$ cat config.mk
export PLATFORM = sky130hd
export DESIGN_NAME = pwl_fma_sched
export DESIGN_NICKNAME = d
export VERILOG_FILES = /design/src/rtl/pwl_fma_sched.sv
export SDC_FILE = /design/constraint.sdc
export NUM_CORES = 1
export LEC_CHECK = 0
export CAP_MARGIN = 25
export CORE_MARGIN = 2
export CORE_UTILIZATION = 50
export DETAILED_ROUTE_END_ITERATION = 8
export DONT_BUFFER_PORTS = 1
export PLACE_DENSITY = 0.77
export RECOVER_POWER = 50
export SLEW_MARGIN = 30
export SYNTH_ARGS = -nofsm -noshare
export SYNTH_HDL_FRONTEND = slang
export SYNTH_SLANG_ARGS = --single-unit
$ cat constraint.sdc
create_clock -name aclk -period 4.9 [get_ports aclk]
set_clock_uncertainty 0.1 [all_clocks]
set_input_delay 0 -clock aclk [delete_from_list [all_inputs] [get_ports aclk]]
set_output_delay 0 -clock aclk [all_outputs]
set_load 0.02 [all_outputs]
$ cat src/rtl/pwl_fma_sched.sv
// pwl_fma_sched
//   Shares one pipelined half-precision FMA (y = k*x + b) across the lanes of
//   a piecewise-linear exp() stage. A vector of N x values is accepted, each
//   lane picks (k, b) from an 8-entry table by a raw bit field of x, lanes are
//   issued one per cycle, in-order results are collected and returned as a vector.
//
// Ports
//   aclk, aresetn            clock, synchronous active-low reset
//   in_valid/in_ready/in_x   input vector handshake, lane i = in_x[i*W +: W]
//   out_valid/out_ready/out_y result vector handshake, same lane packing
//   cfg_we/cfg_addr/cfg_k/cfg_b  coefficient table write (accepted only in IDLE)
//   cfg_busy                 high whenever the scheduler is not IDLE
//   fma_valid/fma_a/fma_b/fma_c  registered issue port (a = k, b = x, c = b)
//   fma_res_valid/fma_res    in-order FMA results, no backpressure
//   err_timeout/err_cfg/err_extra  sticky error flags, cleared only by reset
//
// state | meaning
// ------+---------------------------------------------------------------
// FLUSH | discard results still in flight from before reset
// IDLE  | ready for a vector; table writes allowed
// ISSUE | one lane per cycle to the FMA, results may already return
// DRAIN | all lanes issued, waiting for the remaining results
// DONE  | result vector held until out_ready
module pwl_fma_sched #(
  parameter int N        = 10,
  parameter int W        = 16,
  parameter int SEG_BITS = 3,
  parameter int SEG_LSB  = 10,
  parameter int FMA_LAT  = 6,
  parameter int TIMEOUT  = 64
) (
  input  logic                aclk,
  input  logic                aresetn,
  input  logic                in_valid,
  output logic                in_ready,
  input  logic [N*W-1:0]      in_x,
  output logic                out_valid,
  input  logic                out_ready,
  output logic [N*W-1:0]      out_y,
  input  logic                cfg_we,
  input  logic [SEG_BITS-1:0] cfg_addr,
  input  logic [W-1:0]        cfg_k,
  input  logic [W-1:0]        cfg_b,
  output logic                cfg_busy,
  output logic                fma_valid,
  output logic [W-1:0]        fma_a,
  output logic [W-1:0]        fma_b,
  output logic [W-1:0]        fma_c,
  input  logic                fma_res_valid,
  input  logic [W-1:0]        fma_res,
  output logic                err_timeout,
  output logic                err_cfg,
  output logic                err_extra
);

  localparam int DEPTH = 1 << SEG_BITS;
  localparam int IW    = (N > 1) ? $clog2(N) : 1;
  localparam int CW    = $clog2(N + 1);
  localparam int FW    = (FMA_LAT > 0) ? $clog2(FMA_LAT + 1) : 1;
  localparam int TW    = $clog2(TIMEOUT + 1);

  localparam logic [IW-1:0] IDX_LAST   = IW'(N - 1);
  localparam logic [CW-1:0] CNT_LAST   = CW'(N - 1);
  localparam logic [CW-1:0] CNT_FULL   = CW'(N);
  localparam logic [FW-1:0] FLUSH_INIT = FW'(FMA_LAT);
  localparam logic [TW-1:0] TO_INIT    = TW'(TIMEOUT);

  typedef enum logic [2:0] {
    S_FLUSH,
    S_IDLE,
    S_ISSUE,
    S_DRAIN,
    S_DONE
  } state_t;

  state_t state, state_nxt;

  logic [W-1:0]        k_tab [DEPTH];
  logic [W-1:0]        b_tab [DEPTH];
  logic [W-1:0]        x_q   [N];
  logic [W-1:0]        y_q   [N];
  logic [IW-1:0]       idx;
  logic [CW-1:0]       cnt;
  logic [FW-1:0]       flush_cnt;
  logic [TW-1:0]       to_cnt;

  logic                accept;
  logic                counting;
  logic                res_take;
  logic                last_res;
  logic                flush_done;
  logic                timeout_hit;
  logic [W-1:0]        x_cur;
  logic [SEG_BITS-1:0] seg_cur;

  assign in_ready    = (state == S_IDLE);
  assign cfg_busy    = (state != S_IDLE);
  assign accept      = in_valid && in_ready;
  assign counting    = (state == S_ISSUE) || (state == S_DRAIN);
  assign res_take    = fma_res_valid && counting && (cnt != CNT_FULL);
  assign last_res    = res_take && (cnt == CNT_LAST);
  assign flush_done  = (flush_cnt <= FW'(1));
  // A result arriving in the terminal cycle wins over the timeout.
  assign timeout_hit = (state == S_DRAIN) && !res_take && (to_cnt == TW'(1));

  assign x_cur   = x_q[idx];
  assign seg_cur = x_cur[SEG_LSB +: SEG_BITS];

  always_ff @(posedge aclk) begin
    if (!aresetn) begin
      state <= S_FLUSH;
    end else begin
      state <= state_nxt;
    end
  end

  always_comb begin
    state_nxt = state;
    case (state)
      S_FLUSH: if (flush_done) state_nxt = S_IDLE;
      S_IDLE:  if (accept) state_nxt = S_ISSUE;
      // The final result can land before the last issue cycle is left
      // behind only with very short FMA latency; both exits are covered.
      S_ISSUE: begin
        if (last_res)             state_nxt = S_DONE;
        else if (idx == IDX_LAST) state_nxt = S_DRAIN;
      end
      S_DRAIN: if (last_res || timeout_hit) state_nxt = S_DONE;
      S_DONE:  if (out_valid && out_ready) state_nxt = S_IDLE;
      default: state_nxt = S_FLUSH;
    endcase
  end

  always_ff @(posedge aclk) begin
    if (!aresetn) begin
      flush_cnt   <= FLUSH_INIT;
      to_cnt      <= TO_INIT;
      idx         <= '0;
      cnt         <= '0;
      out_valid   <= 1'b0;
      fma_valid   <= 1'b0;
      fma_a       <= '0;
      fma_b       <= '0;
      fma_c       <= '0;
      err_timeout <= 1'b0;
      err_cfg     <= 1'b0;
      err_extra   <= 1'b0;
      for (int i = 0; i < DEPTH; i++) begin
        k_tab[i] <= '0;
        b_tab[i] <= '0;
      end
      for (int i = 0; i < N; i++) begin
        x_q[i] <= '0;
        y_q[i] <= '0;
      end
    end else begin
      if (state == S_FLUSH && !flush_done) begin
        flush_cnt <= flush_cnt - FW'(1);
      end

      // The table is read only from ISSUE onward, so a write on the
      // acceptance edge is seen by the vector being accepted.
      if (cfg_we) begin
        if (state == S_IDLE) begin
          k_tab[cfg_addr] <= cfg_k;
          b_tab[cfg_addr] <= cfg_b;
        end else begin
          err_cfg <= 1'b1;
        end
      end

      if (accept) begin
        for (int i = 0; i < N; i++) begin
          x_q[i] <= in_x[i*W +: W];
        end
        idx <= '0;
        cnt <= '0;
      end

      fma_valid <= (state == S_ISSUE);
      if (state == S_ISSUE) begin
        fma_a <= k_tab[seg_cur];
        fma_b <= x_cur;
        fma_c <= b_tab[seg_cur];
        idx   <= idx + IW'(1);
      end

      if (res_take) begin
        y_q[cnt] <= fma_res;
        cnt      <= cnt + CW'(1);
      end

      if (state == S_ISSUE || res_take) begin
        to_cnt <= TO_INIT;
      end else if (state == S_DRAIN) begin
        to_cnt <= to_cnt - TW'(1);
      end

      if (last_res || timeout_hit) begin
        out_valid <= 1'b1;
      end else if (state == S_DONE && out_ready) begin
        out_valid <= 1'b0;
      end

      if (timeout_hit) begin
        err_timeout <= 1'b1;
      end

      // Results outside a collection window are dropped; FLUSH discards silently.
      if (fma_res_valid &&
          (state == S_IDLE || state == S_DONE || (counting && cnt == CNT_FULL))) begin
        err_extra <= 1'b1;
      end
    end
  end

  always_comb begin
    out_y = '0;
    for (int i = 0; i < N; i++) begin
      out_y[i*W +: W] = y_q[i];
    end
  end

endmodule

==> flow_summary.toml <==
[timing]
finalCritPeriodShare = 0.803
setup_viol = 0
whs_ns = -0.00847
final_hold_violation_count = 2
slew_viol_final = 218
max_slew.worst_pin.slew_ns = 1.93
fmax_ghz = 0.254
min_period_ns = 3.93
setup_tns_ns = 0
timing.max_slew.rel_slack = -0.289
rsz_0062_raised_after_global_routing = "no"

[clock_network]
clkSlewWorstSetupHoldPaths_ns = 0.06
ctsLongestPathBuffers = 3
clock_tree_from_tritoncts = "built"
cts.repair_timing.setup_buffer_count = 0
root_buffer = "sky130_fd_sc_hd__clkbuf_16"
worst_skew_pair.late_latency_ns = 0.61
cts_sinks = 654
cts-buffers-inserted = 69
htree_num_levels = 3

[outcome]
run_status = "finished, violations left"
failed_checks = "hold timing, capacitance limit, slew limit"

[detailed_routing]
antenna_left = 0
detail_route.iter0.violations = 1659
wl_um = 81200
routed_wire_length_per_instance_um = 25.1
dr.pass1.iters = 8
drc = 0
detail_route.vias_per_cell = 5.91
route.vias.total = 19100

[final_layout]
multiInputGateArea_um2 = 9100
seqCellArea_um2 = 18900
fillerInstances = 4009
finalNetCount = 2631
area_delta_synth_final_pct = 19.3
post_route_cells_drive_above_1_share = 0.0853
instances_no_fill = 3231
finalInstanceArea_um2 = 34200

[setup_path]
timing.critical_path.required_ns = 5.26
startpoint_type = "flip-flop"
path_cells = "nand2b_1, or2_0, inv_1, nand4b_1, nor2_1, clkbuf_1, and2_1"
critPathMaxFanout = 32
cp_num_buf_inv = 2
endpoint_type_of_the_worst_setup_path = "flip-flop"
timing.critical_path.slowest_stage_cell = "sky130_fd_sc_hd__clkbuf_1"
timing_worst_setup_path_type = "reg -> reg"
crit_family = "buffers and inverters"
timing.critical_path.slowest_cell_delay_ns = 1.41
crit_arrival_ns = 4.29

[place]
detailed_place.area_um2 = 29400
dp_cells = 2841
dp_hpwl_um = 46700
gp_congestion = 0.865
placement.io_buffers = 0

[pwr]
power_switching_mw = 4.13
pwr-share-clk = 0.360
comb_power_share = 0.161
p_sw_frac = 0.282
power.static_leakage_nw = 12.8
p_int_mw = 10.5
ir_drop_mv = 0.372
p_per_area_nw_per_um2 = 429
seq_power_share = 0.479

[yosys]
syn-mean-instance-area_um2 = 13.1
synthAdderAreaFrac = 0.00349
synth_top_family_by_area = "simple AND/OR/NAND/NOR gates"
synth-compound-area-share = 0.0580
ys_dominant_reg_cell = "sky130_fd_sc_hd__edfxtp_1"
synth_seq_area_share = 0.658
synth.yosys.warnings = 0
cell_area_synth_um2 = 28600
synth.ff_latch_count = 654
synth_simple_gate_area_frac = 0.172
synthCells = 2192
synth_mux_area_frac = 0.0791
syn_nets = 2417
synth-async-reset-ratio = 0
count_of_different_cell_masters_after_synthesis = 52
yosys.area_share.xor_xnor = 0.00214
synth_enable_flop_cells = 576

[grt]
grt_max_degree = 161
grt_pass1_vias = 19500
initial_antenna_violation_count = 14
globalRouteOverflowTotal = 0
global_route.usage.total = 0.271
wire_length_of_the_first_global_routing_pass_um = 121000

[floorplan]
row_cnt = 87
die_width_um = 243
coreArea_um2 = 56500
die_h_um = 243
design.die.area_um2 = 59200
design.portCount = 432
initial_utilization = 0.507

[min_path]
timing.hold.worst.class = "in -> reg"

[job]
drv.max_cap_violation_count = 7
## through the flow
step / utilization / total power, mW / setup slack (ns) / hold WS (ns)
final: 0.605 / 14.7 / 0.967 / -0.00847
after global routing: 0.605 / 15.1 / 0.816 / 0.00852
after CTS: 0.605 / 14.6 / 1.11 / 0.000214
after detailed placement: 0.520 / 9.25 / 1.53 / 0.0117
after global placement: 0.520 / 9.14 / 1.63 / -0.0138
after floorplan: - / 8.60 / 0.678 / 0.0407
## flip-flops by register name (all words and copies together), names as in the netlist, named ones only
signal / cells
state: 3
cnt: 4
fma_valid: 1
err_cfg: 1
out_valid: 1
y_q: 160
to_cnt: 7
fma_b: 16
fma_c: 16
flush_cnt: 3
err_extra: 1
k_tab: 128
idx: 4
b_tab: 128
err_timeout: 1
fma_a: 16
x_q: 160
## final timing paths
| path | start | depth (start not counted) | slack (ns) | to |
|---|---|---|---|---|
| worst max register to register | state[0] | 7 | 0.97 | b_tab[4][4] |
| worst min register to register | idx[3] | 1 | 0.38 | flip-flop |
| worst max-delay path | state[0] | 7 | 0.97 | b_tab[4][4] |
| worst min-delay path | aresetn | 2 | -0.008 | flip-flop |
## repair_timing
item	CTS	global route
endpoints found under the hold margin	954	0
setup endpoints to repair	0	0
gates resized for setup	0	0
hold buffers	250	0
## worst reg2reg max path: stages, from the launching register on
cell and delay, ns:
sky130_fd_sc_hd__dfxtp_1 0.45, sky130_fd_sc_hd__nand2b_1 0.15, sky130_fd_sc_hd__or2_0 0.40, sky130_fd_sc_hd__inv_1 0.38, sky130_fd_sc_hd__nand4b_1 0.41, sky130_fd_sc_hd__nor2_1 0.22
sky130_fd_sc_hd__clkbuf_1 1.41, sky130_fd_sc_hd__and2_1 0.28
## layout make-up
cell class,instances,share of cell area
diodes,13,0.000952
clock buffers,91,0.0545
clock inverters,36,0.0118
inverters,29,0.00319
multi-input cells,1360,0.266
flip-flops and latches,654,0.552
well taps,756,0.0277
repair buffers,292,0.0833
## placed cells by master (no fill, tap or decap), drive strengths merged, types with 3 or more instances in the layout
cell         count
mux2i          115
a21oi           29
nor2           179
dlygate4sd3    249
ha               8
a221o           28
or2              4
edfxtp         576
buf             32
a31oi            6
nand3           12
nand2b          10
nand3b           3
nor2b           18
clkinv          25
inv             32
clkbuf         102
and2           465
nor3             8
mux2            39
and3            62
mux4            30
diode           13
nand2          139
a22oi            5
dfxtp           78
o221ai           5
o22ai           64
xor2             4
a211oi          59
xnor2            3
nand4            4
o21ai           43
a21o             3
bufinv           6
## power groups by stage
stage | Combinational [mW] | Clock [mW] | Sequential [mW]
after floorplan | 1.62 | 0 | 6.99
after global placement | 2.03 | 0 | 7.11
after detailed placement | 2.11 | 0 | 7.14
after CTS | 2.32 | 5.29 | 7.03
after global routing | 2.51 | 5.54 | 7.08
final | 2.36 | 5.28 | 7.03
## per-layer routing
| layer | up-vias | part of all wire | track usage |
|---|---|---|---|
| met5 | - | 0.00099 | 0 |
| met4 | 12 | 0.042 | 0.118 |
| met3 | 227 | 0.091 | 0.0632 |
| met2 | 1092 | 0.50 | 0.465 |
| met1 | 9443 | 0.37 | 0.326 |
| li1 | 8336 | - | - |
## Yosys cell counts (3+ instances only)
cell type	count	area share
sky130_fd_sc_hd__nand2b_1	10	0.0022
sky130_fd_sc_hd__ha_1	8	0.0035
sky130_fd_sc_hd__o22ai_1	64	0.014
sky130_fd_sc_hd__nor2_1	178	0.023
sky130_fd_sc_hd__clkbuf_1	100	0.013
sky130_fd_sc_hd__a211oi_1	59	0.015
sky130_fd_sc_hd__nand4_1	4	0.00087
sky130_fd_sc_hd__and2_1	465	0.10
sky130_fd_sc_hd__mux2_2	31	0.012
sky130_fd_sc_hd__a22oi_1	5	0.0013
sky130_fd_sc_hd__or2_2	3	0.00066
sky130_fd_sc_hd__inv_1	29	0.0038
sky130_fd_sc_hd__o221ai_1	5	0.0015
sky130_fd_sc_hd__nor2b_1	18	0.0039
sky130_fd_sc_hd__a221o_1	28	0.0098
sky130_fd_sc_hd__a21o_1	3	0.00079
sky130_fd_sc_hd__a31oi_1	6	0.0013
sky130_fd_sc_hd__mux2i_1	115	0.040
sky130_fd_sc_hd__and3_1	62	0.014
sky130_fd_sc_hd__xnor2_1	3	0.00092
sky130_fd_sc_hd__nand3b_1	3	0.00079
sky130_fd_sc_hd__buf_4	6	0.0016
sky130_fd_sc_hd__nand3_1	12	0.0021
sky130_fd_sc_hd__edfxtp_1	576	0.60
sky130_fd_sc_hd__nand2_1	139	0.018
sky130_fd_sc_hd__o21ai_0	15	0.0026
sky130_fd_sc_hd__nor3_1	8	0.0014
sky130_fd_sc_hd__mux4_2	30	0.024
sky130_fd_sc_hd__buf_6	6	0.0024
sky130_fd_sc_hd__buf_1	18	0.0024
sky130_fd_sc_hd__mux2_1	8	0.0031
sky130_fd_sc_hd__o21ai_1	27	0.0047
sky130_fd_sc_hd__buf_2	17	0.0030
sky130_fd_sc_hd__a21oi_1	29	0.0051
sky130_fd_sc_hd__xor2_1	4	0.0012
sky130_fd_sc_hd__dfxtp_1	78	0.055
## logic make-up (layout without fill, tap and decap cells)
kind of cell	count (synthesis)	in the layout
compound gates	246	246
xor+xnor	7	7
fa+ha+maj	8	8
buf+inv	178	448
flops	654	654
mux	184	184
other cells	0	13
simple gates	915	915
No activity file was read; power rests on OpenSTA's default activity.
